### src/rtl/axis_frame_gen.sv
// AXI4-Stream test-frame generator: ramp, constant or LFSR payload in fixed-length frames.
// Optional per-frame XOR checksum outputs are enabled with `define AXIS_FRAME_GEN_CHECKSUM_EN.
module axis_frame_gen #(
  parameter int C_M00_AXIS_TDATA_WIDTH = 32,
  parameter int C_NET_CELL_COUNT       = 2,
  parameter int C_FRAME_GAP            = 0
) (
  input  logic                                  m00_axis_aclk,
  input  logic                                  m00_axis_aresetn,
  input  logic                                  start,
  input  logic                                  stop,
  input  logic [15:0]                           frame_count,
  input  logic [1:0]                            mode,
  input  logic [C_M00_AXIS_TDATA_WIDTH-1:0]     seed,
  output logic                                  m00_axis_tvalid,
  output logic [C_M00_AXIS_TDATA_WIDTH-1:0]     m00_axis_tdata,
  output logic [C_M00_AXIS_TDATA_WIDTH/8-1:0]   m00_axis_tstrb,
  output logic                                  m00_axis_tlast,
  input  logic                                  m00_axis_tready,
  output logic                                  busy,
  output logic                                  done,
  output logic [15:0]                           frames_sent
`ifdef AXIS_FRAME_GEN_CHECKSUM_EN
  ,
  output logic [C_M00_AXIS_TDATA_WIDTH-1:0]     checksum,
  output logic                                  checksum_valid
`endif
);

  localparam int              W         = C_M00_AXIS_TDATA_WIDTH;
  localparam int              L         = 9 + (C_NET_CELL_COUNT - 1) * 3;
  localparam int              IW        = $clog2(L);
  localparam logic [IW-1:0]   PRE_LAST  = IW'(L - 2);
  localparam logic [7:0]      GAP_LOAD  = (C_FRAME_GAP > 0) ? 8'(C_FRAME_GAP - 1) : 8'd0;
  localparam logic [31:0]     LFSR_MASK = 32'h8020_0003;

  typedef enum logic [1:0] {S_IDLE, S_SEND, S_GAP, S_DONE} state_t;
  typedef enum logic [1:0] {M_RAMP = 2'b00, M_CONST = 2'b01, M_LFSR = 2'b10, M_RSVD = 2'b11} mode_t;

  state_t          r_state;
  mode_t           r_mode;
  logic [W-1:0]    r_seed;
  logic [15:0]     r_frame_count;
  logic [15:0]     r_frames_sent;
  logic            r_stop_seen;
  logic [IW-1:0]   r_word_idx;
  logic [7:0]      r_gap_cnt;
  logic [31:0]     r_lfsr;
  logic [W-1:0]    r_tdata;
  logic            r_tvalid;
  logic            r_tlast;
  logic            r_busy;
  logic            r_done;

  logic            w_handshake;
  logic [15:0]     w_frames_inc;
  logic            w_run_end;
  logic [31:0]     w_lfsr_next;
  logic [31:0]     w_lfsr_first;
  logic [W-1:0]    w_next_data;

  assign w_handshake  = r_tvalid & m00_axis_tready;
  assign w_frames_inc = r_frames_sent + 16'd1;
  // A stop arriving in the same cycle as the tlast handshake still ends the run there.
  assign w_run_end    = ((r_frame_count != 16'd0) && (w_frames_inc == r_frame_count))
                        || r_stop_seen || stop;
  assign w_lfsr_next  = {1'b0, r_lfsr[31:1]} ^ (r_lfsr[0] ? LFSR_MASK : 32'd0);
  assign w_lfsr_first = (seed[31:0] == 32'd0) ? 32'd1 : seed[31:0];

  // NOTE: every variable assigned in always_comb gets a default first, so no latch can be inferred.
  always_comb begin
    w_next_data = r_tdata + W'(1);
    case (r_mode)
      M_CONST: w_next_data = r_seed;
      M_LFSR:  w_next_data = W'(w_lfsr_next);
      default: w_next_data = r_tdata + W'(1);
    endcase
  end

  // NOTE: sequential state uses non-blocking assignments so every register samples pre-edge values.
  always_ff @(posedge m00_axis_aclk or negedge m00_axis_aresetn) begin
    if (!m00_axis_aresetn) begin
      r_state       <= S_IDLE;
      r_mode        <= M_RAMP;
      r_seed        <= '0;
      r_frame_count <= '0;
      r_frames_sent <= '0;
      r_stop_seen   <= 1'b0;
      r_word_idx    <= '0;
      r_gap_cnt     <= '0;
      r_lfsr        <= '0;
      r_tdata       <= '0;
      r_tvalid      <= 1'b0;
      r_tlast       <= 1'b0;
      r_busy        <= 1'b0;
      r_done        <= 1'b0;
    end else begin
      case (r_state)
        S_IDLE: begin
          if (start) begin
            r_state       <= S_SEND;
            r_mode        <= mode_t'(mode);
            r_seed        <= seed;
            r_frame_count <= frame_count;
            r_frames_sent <= '0;
            r_stop_seen   <= stop;
            r_lfsr        <= w_lfsr_first;
            r_tdata       <= (mode_t'(mode) == M_LFSR) ? W'(w_lfsr_first) : seed;
            r_word_idx    <= '0;
            r_tvalid      <= 1'b1;
            r_tlast       <= 1'b0;
            r_busy        <= 1'b1;
          end
        end

        S_SEND: begin
          if (stop) r_stop_seen <= 1'b1;
          if (w_handshake) begin
            r_tdata <= w_next_data;
            r_lfsr  <= w_lfsr_next;
            if (r_tlast) begin
              r_frames_sent <= w_frames_inc;
              r_word_idx    <= '0;
              r_tlast       <= 1'b0;
              if (w_run_end) begin
                r_state     <= S_DONE;
                r_tvalid    <= 1'b0;
                r_busy      <= 1'b0;
                r_done      <= 1'b1;
                r_stop_seen <= 1'b0;
              end else if (C_FRAME_GAP != 0) begin
                r_state   <= S_GAP;
                r_tvalid  <= 1'b0;
                r_gap_cnt <= GAP_LOAD;
              end
            end else begin
              r_word_idx <= r_word_idx + IW'(1);
              r_tlast    <= (r_word_idx == PRE_LAST);
            end
          end
        end

        S_GAP: begin
          if (stop) r_stop_seen <= 1'b1;
          if (r_gap_cnt == 8'd0) begin
            r_state  <= S_SEND;
            r_tvalid <= 1'b1;
          end else begin
            r_gap_cnt <= r_gap_cnt - 8'd1;
          end
        end

        S_DONE: begin
          r_state <= S_IDLE;
          r_done  <= 1'b0;
        end

        default: r_state <= S_IDLE;
      endcase
    end
  end

  assign m00_axis_tvalid = r_tvalid;
  assign m00_axis_tdata  = r_tdata;
  assign m00_axis_tstrb  = {(W/8){r_tvalid}};
  assign m00_axis_tlast  = r_tlast;
  assign busy            = r_busy;
  assign done            = r_done;
  assign frames_sent     = r_frames_sent;

`ifdef AXIS_FRAME_GEN_CHECKSUM_EN
  logic [W-1:0] r_csum_acc;
  logic [W-1:0] r_checksum;
  logic         r_checksum_valid;

  always_ff @(posedge m00_axis_aclk or negedge m00_axis_aresetn) begin
    if (!m00_axis_aresetn) begin
      r_csum_acc       <= '0;
      r_checksum       <= '0;
      r_checksum_valid <= 1'b0;
    end else begin
      r_checksum_valid <= 1'b0;
      if ((r_state == S_IDLE) && start) begin
        r_csum_acc <= '0;
      end else if (w_handshake) begin
        if (r_tlast) begin
          r_checksum       <= r_csum_acc ^ r_tdata;
          r_checksum_valid <= 1'b1;
          r_csum_acc       <= '0;
        end else begin
          r_csum_acc <= r_csum_acc ^ r_tdata;
        end
      end
    end
  end

  assign checksum       = r_checksum;
  assign checksum_valid = r_checksum_valid;
`endif

endmodule

### config.mk
export PLATFORM = sky130hd
export DESIGN_NAME = axis_frame_gen
export DESIGN_NICKNAME = d
export VERILOG_FILES = /design/src/rtl/axis_frame_gen.sv
export SDC_FILE = /design/constraint.sdc
export NUM_CORES = 1
export LEC_CHECK = 0
export ABC_AREA = 1
export CORE_MARGIN = 5
export CORE_UTILIZATION = 27
export DETAILED_ROUTE_END_ITERATION = 16
export PLACE_DENSITY = 0.46
export SLEW_MARGIN = 10
export SYNTH_ARGS = -nofsm -noshare
export SYNTH_HDL_FRONTEND = slang
export SYNTH_SLANG_ARGS = --single-unit
export TNS_END_PERCENT = 20
### constraint.sdc
create_clock -name m00_axis_aclk -period 1.99 [get_ports m00_axis_aclk]
set_clock_uncertainty 0.15 [all_clocks]
set_input_delay 0.199 -clock m00_axis_aclk [delete_from_list [all_inputs] [get_ports m00_axis_aclk]]
set_output_delay 0.199 -clock m00_axis_aclk [all_outputs]
set_load 0.01 [all_outputs]
# Yosys cells after proc, flatten, opt, wreduce, memory -nomap -nowiden
# Cells that the tools add are included.
totals:
  word_cells: 98
  mem_count: 0
  ramBits: 0
  reg_bits: 149
  output_inout_bits: 56
  latch_bits: 0
  mem_bits_ro: 0
op_classes:
  eq_ne: 13
  n_mux: 45
  magnitude_cmp: 0
  add_sub_neg: 4
  bitwise_logic: 3
  reduce_logical: 19
  multipliers: 0
  div: 0
  n_shift: 0
op_table:
  columns: ["op", "n"]
  rows:
  - ["$mux W32", 7]
  - ["$pmux W32 S2", 3]
  - ["$mux W16", 3]
  - ["$add A32 B1 Y32 const B", 1]
  - ["$logic_not A32 Y1", 1]
  - ["$pmux W16 S2", 1]
  - ["$xor A31 B32 Y32", 1]
  - ["$add A16 B1 Y16 const B", 1]
  - ["$eq A16 B16 Y1", 1]
  - ["$mux W1", 16]
  - ["$reduce_bool A16 Y1", 1]
  - ["$mux W4", 3]
  - ["$mux W2", 5]
  - ["$ne A2 B2 Y1 const B", 5]
  - ["$reduce_and A5 Y1", 2]
  - ["$eq A2 B2 Y1 const B", 4]
  - ["$logic_not A8 Y1", 1]
  - ["$pmux W2 S4", 1]
  - ["$pmux W4 S2", 1]
  - ["$reduce_and A4 Y1", 2]
  - ["$sub A8 B1 Y8 const B", 1]
  - ["$pmux W1 S2", 3]
  - ["$pmux W1 S3", 2]
  - ["$reduce_and A2 Y1", 3]
  - ["other kinds (12)", 15]

# Logic depth before layout (Yosys ltp)
# Gate-level depths: netlist of run 1.
depth:
  ltp_word: 9
  depth_mapped: 17
  ltp_nobuf: 17

# Worst setup path before layout of run 1
# No wires, ideal clock.
synth_timing:
  path_kind: "reg-to-reg"
  startpoint: "register r_frames_sent[0] (netlist: frames_sent[0])"
  endpoint: "register r_state[0]"
  arrival_ns: 1.848
  t_required_ns: 1.722
  stages_incl_launch_ff: 17
  setup_slack_ns: -0.126
  period_less_slack_ns: 2.116
  cell_sequence: "dfrtp_1 ha_1 nand2_1 nor2_4 nand2_1 nand2_1 nand2_1 nand2_1 nand2_1 nor2_1 nand3_1 nor2_2 nand2_2 nand3_2 nand3_2 nand2_1 nand2_1"
synth_between:
  elab_chain_len: 7
synth_lines:
  columns: ["element", "line_no", "source"]
  rows:
  - ["start, declared", "44", "logic [15:0] r_frames_sent;"]
  - ["start signal, assigned", "122", "r_frames_sent <= w_frames_inc;"]
  - ["$add A16 B1 Y16", "63", "assign w_frames_inc = r_frames_sent + 16'd1;"]
  - ["$eq A16 B16 Y1", "65", "assign w_run_end = ((r_frame_count != 16'd0) && (w_frames_inc == r_frame_count))"]
  - ["$logic_and A1 B1 Y1", "65", null]
  - ["$logic_or A1 B1 Y1 (2 in series)", "66", "|| r_stop_seen || stop;"]
  - ["$ne A2 B2 Y1 (no line)", null, null]
  - ["$reduce_and A5 Y1 (no line)", null, null]
  - ["end signal, assigned", "83", "r_state <= S_IDLE;"]
  - ["end signal, assigned", "101", "r_state <= S_SEND;"]
  - ["end signal, assigned", "126", "r_state <= S_DONE;"]
  - ["end, declared", "40", "state_t r_state;"]
# No other way between the ends.
# A chain may end at the register's enable or synchronous reset.

# Worst setup path in the final report of run 1
# Same ends and word-level chain as after synthesis.

==> summary.md, run 1 <==
| Metric | Value |
|---|---|
| Final net count | `1501` |
| Routed WL | `29700 microns` |
| Ys flop type | `dfrtp_1` |
| Initial antenna violation count | `0` |
| First drt pass iteration count | `5` |
| Yosys warning total | `0` |
| Global route total overflow | `0` |
| Clk_lat worst skew | `0.44 ns` |
| Most Crowded Layer GR | `met2` |
| Vias per cell | `4.708` |
| Yosys cell types | `42` |
| RSZ-0062 raised after global routing | `true` |
| Vias | `8701` |
| Share of cells above drive strength 1 | `22.34%` |
| First-pass GRT wire length | `47900 microns` |
| Synth Instances | `1147` |
| Die H | `188.7 microns` |
| Fraction of registers with async set/reset | `100.0%` |
| Initial Util | `27.34%` |
| Worst setup EP type | `flop` |
| Seq/Total Area, Yosys | `43.23%` |
| Post-DP Area | `11670 sq um` |
| Final HPWL DP | `21530 microns` |
| Leak | `5.867 nW` |
| Initial drt markers | `519` |
| Clock Sinks | `149` |
| Post-synth top cells | `nand2_1, dfrtp_1, inv_1, o21ai_0, nor2_1` |
| Leading post-synthesis cells by cell area | `dfrtp_1, nand2_1, o21ai_0` |
| Row count | `65` |
| Synth top area share | `43.23%` |
| Avg Cell Area, Syn | `7.520 sq um` |
| Largest net degree at the start of global routing | `69` |
| Crit path required time | `2.16 ns` |
| Buffers on Ports | `110` |
| DR WL/cell | `16.07 microns` |
| PD cells | `1589 nW/um^2` |
| Vias in the first global route | `8757` |
| Syn nets | `1215` |
| Hold Worst Slack | `0.1339 ns` |
| Final hold vios | `0` |
| Mapped cell area | `8626 sq um` |
| # diodes | `0` |
| VDD IR max | `755.2 uV` |
| M2 GR Usage | `27.22%` |
| Overall power | `20.11 mW` |
| Final min period | `2.157 ns` |
| Die area | `35620 sq um` |
| Clk slew on worst S/H paths | `0.07 ns` |
| Violated checks | `setup timing` |
| Post-layout util | `40.12%` |
| Rel. slew slack | `68.41%` |
| Layout Cells excl Fill | `1848` |
| Area Growth Syn to Fin | `46.75%` |
| Count leader, synth | `nand2_1` |
| Synth area leader | `dfrtp_1` |
| Core box area | `31560 sq um` |
| Critical Path Start | `frames_sent[0]` |
| Slew Viols, Final | `0` |
| Outcome | `finished with violations` |
| Final setup fails | `19` |
| Startpoint Class | `flop` |
| Critical R2R Launch | `frames_sent[0]` |
| Antenna-violating nets left | `0` |
| Total track usage | `16.80%` |
| Clock Tree Root | `clkbuf_16` |
| Final instance area | `12660 sq um` |
| Number of synthesized flops with an enable pin | `0` |
| Period utilization | `108.4%` |
| Clock Tree Buf Depth | `2` |
| GP Congestion | `0.8469` |
| Cells after DPL | `1799` |
| H-tree Lvls | `4` |
| Worst EP arrival | `2.33 ns` |
| Worst Max-Slew Pin Slew | `0.4739 ns` |
| Total clock buffers created by CTS | `17` |
| Fmax achieved | `463.6 MHz` |
| Crit Path Class | `flop to flop` |
| Worst setup margin | `-0.1669 ns` |
| Crit Path Max Fanout | `5` |
| I/O pins | `111` |
| GR Util met3 | `2.853%` |
| Met1 Use GR | `23.41%` |
| CTS tree | `yes` |
| Post-synthesis register bit count | `149` |
| # DRC | `0` |
| Max_cap viols | `0` |
| Worst hold path class | `input pin to asynchronous set/reset pin` |
| Die Width | `188.7 microns` |
==> power by group <==
group / switching (mW) / internal (mW) / leakage, nW / total [mW]
Clock: 1.43 / 1.98 / 0.284 / 3.41
Combinational: 6.31 / 5.13 / 3.77 / 11.4
Sequential: 0.942 / 4.32 / 1.82 / 5.26
==> layer usage <==
layer  vias up  wire, microns  share of wire [%]
met5         -              0                  0
met2       153          13790                 46
met4         0            437                1.5
met1      4151          14540                 49
li1       4371              -                  -
met3        26            929                3.1
==> layout make-up <==
type                       count  area [sq um]
fill                        3270         18900
multi-input combinational    802          4387
sequential                   149          3735
timing repair buffer         324          2918
inverter                     139         524.3
tap                          402         503.0
clock buffer                  20         436.7
clock inverter                12         155.1
==> worst paths after layout <==
kind | to | slack [ns] | cells after the start
max in group asynchronous | frames_sent[2] | 0.93 | 3
worst max register to register | r_state[0] | -0.17 | 15
worst max-delay path | r_state[0] | -0.17 | 15
worst min register to register | r_gap_cnt[7] | 0.32 | 1
min in group m00_axis_aclk | r_frame_count[8] | 0.18 | 3
worst min-delay path | r_frame_count[15] | 0.13 | 2
==> metrics by stage <==
stage               worst slack (ns)  setup TNS, ns
floorplan                  -0.007487       -0.01497
global placement             -0.3864         -2.767
detailed placement           -0.2991         -3.161
CTS                          -0.1369         -1.365
global route                 -0.3411         -5.059
finish                       -0.1669         -1.786
==> flip-flops by register name (all words and copies together), names as in the netlist, 2 cells and up <==
register        count
frames_sent        16
r_seed             32
r_word_idx          4
m00_axis_tdata     32
r_lfsr             32
r_gap_cnt           8
r_state             2
r_frame_count      16
r_mode              2
==> placed cells by master (no fill, tap or decap), types with 4 or more instances in the layout <==
| cell type | instances |
|---|---|
| o22ai_1 | 11 |
| o21ai_0 | 105 |
| inv_1 | 136 |
| nand3_1 | 48 |
| a21oi_2 | 7 |
| nor2_4 | 9 |
| buf_6 | 10 |
| buf_12 | 14 |
| clkbuf_16 | 17 |
| dfrtp_1 | 144 |
| nand3_2 | 8 |
| a221o_1 | 8 |
| buf_4 | 191 |
| o211ai_1 | 20 |
| xor2_1 | 18 |
| nor3_1 | 10 |
| a22oi_1 | 13 |
| nor2_1 | 91 |
| nand2_2 | 8 |
| xnor2_1 | 9 |
| a31oi_1 | 6 |
| nor4_1 | 10 |
| o21ai_1 | 9 |
| nand2_4 | 4 |
| dfrtp_2 | 5 |
| nor2_2 | 11 |
| ha_1 | 8 |
| clkdlybuf4s50_1 | 108 |
| a21oi_1 | 78 |
| nand2_1 | 253 |
| nand4_1 | 22 |
| nand3_4 | 5 |
==> repair_timing <==
action / in CTS / in global routing
endpoints found under the setup margin: 22 / 76
buffers inserted: 5 / 12
pin swaps: 9 / 14
hold endpoints to repair: 131 / 0
gates resized for setup: 27 / 48
hold buffers: 1 / 0
==> worst max-delay path, cell delays in order, from the launching register on <==
cell	delay (ns)
dfrtp_2	0.42
ha_4	0.19
nand2_4	0.08
nor2_4	0.17
buf_4	0.13
nand3_1	0.07
nand2_1	0.08
nand3_1	0.07
nand2_1	0.07
nand3_1	0.11
nor2_1	0.14
nand2_2	0.10
nand3_4	0.09
nand3_2	0.07
nand2_1	0.06
nand2_1	0.05
==> cell families after synthesis <==
kind of cell | after synthesis | share of synthesized area [%]
AND/OR/NAND/NOR | 489 | 25.09
AO/OA/AOI/OAI | 269 | 17.62
buffers and inverters | 196 | 8.964
flip-flops | 149 | 43.23
XOR/XNOR | 29 | 2.945
adder cells (fa/ha/maj) | 13 | 1.886
multiplexers | 2 | 0.2611
Power figures use the tool's default switching activity.
==> run 2, diff against run 1 <==
--- a/config.mk
+++ b/config.mk
@@ -6,6 +6,7 @@
 export NUM_CORES = 1
 export LEC_CHECK = 0
 export ABC_AREA = 1
+export CAP_MARGIN = 20
 export CORE_MARGIN = 5
 export CORE_UTILIZATION = 27
 export DETAILED_ROUTE_END_ITERATION = 16
==> results of run 2 <==
Final layout, timing and power as in run 1 (identical DEF).
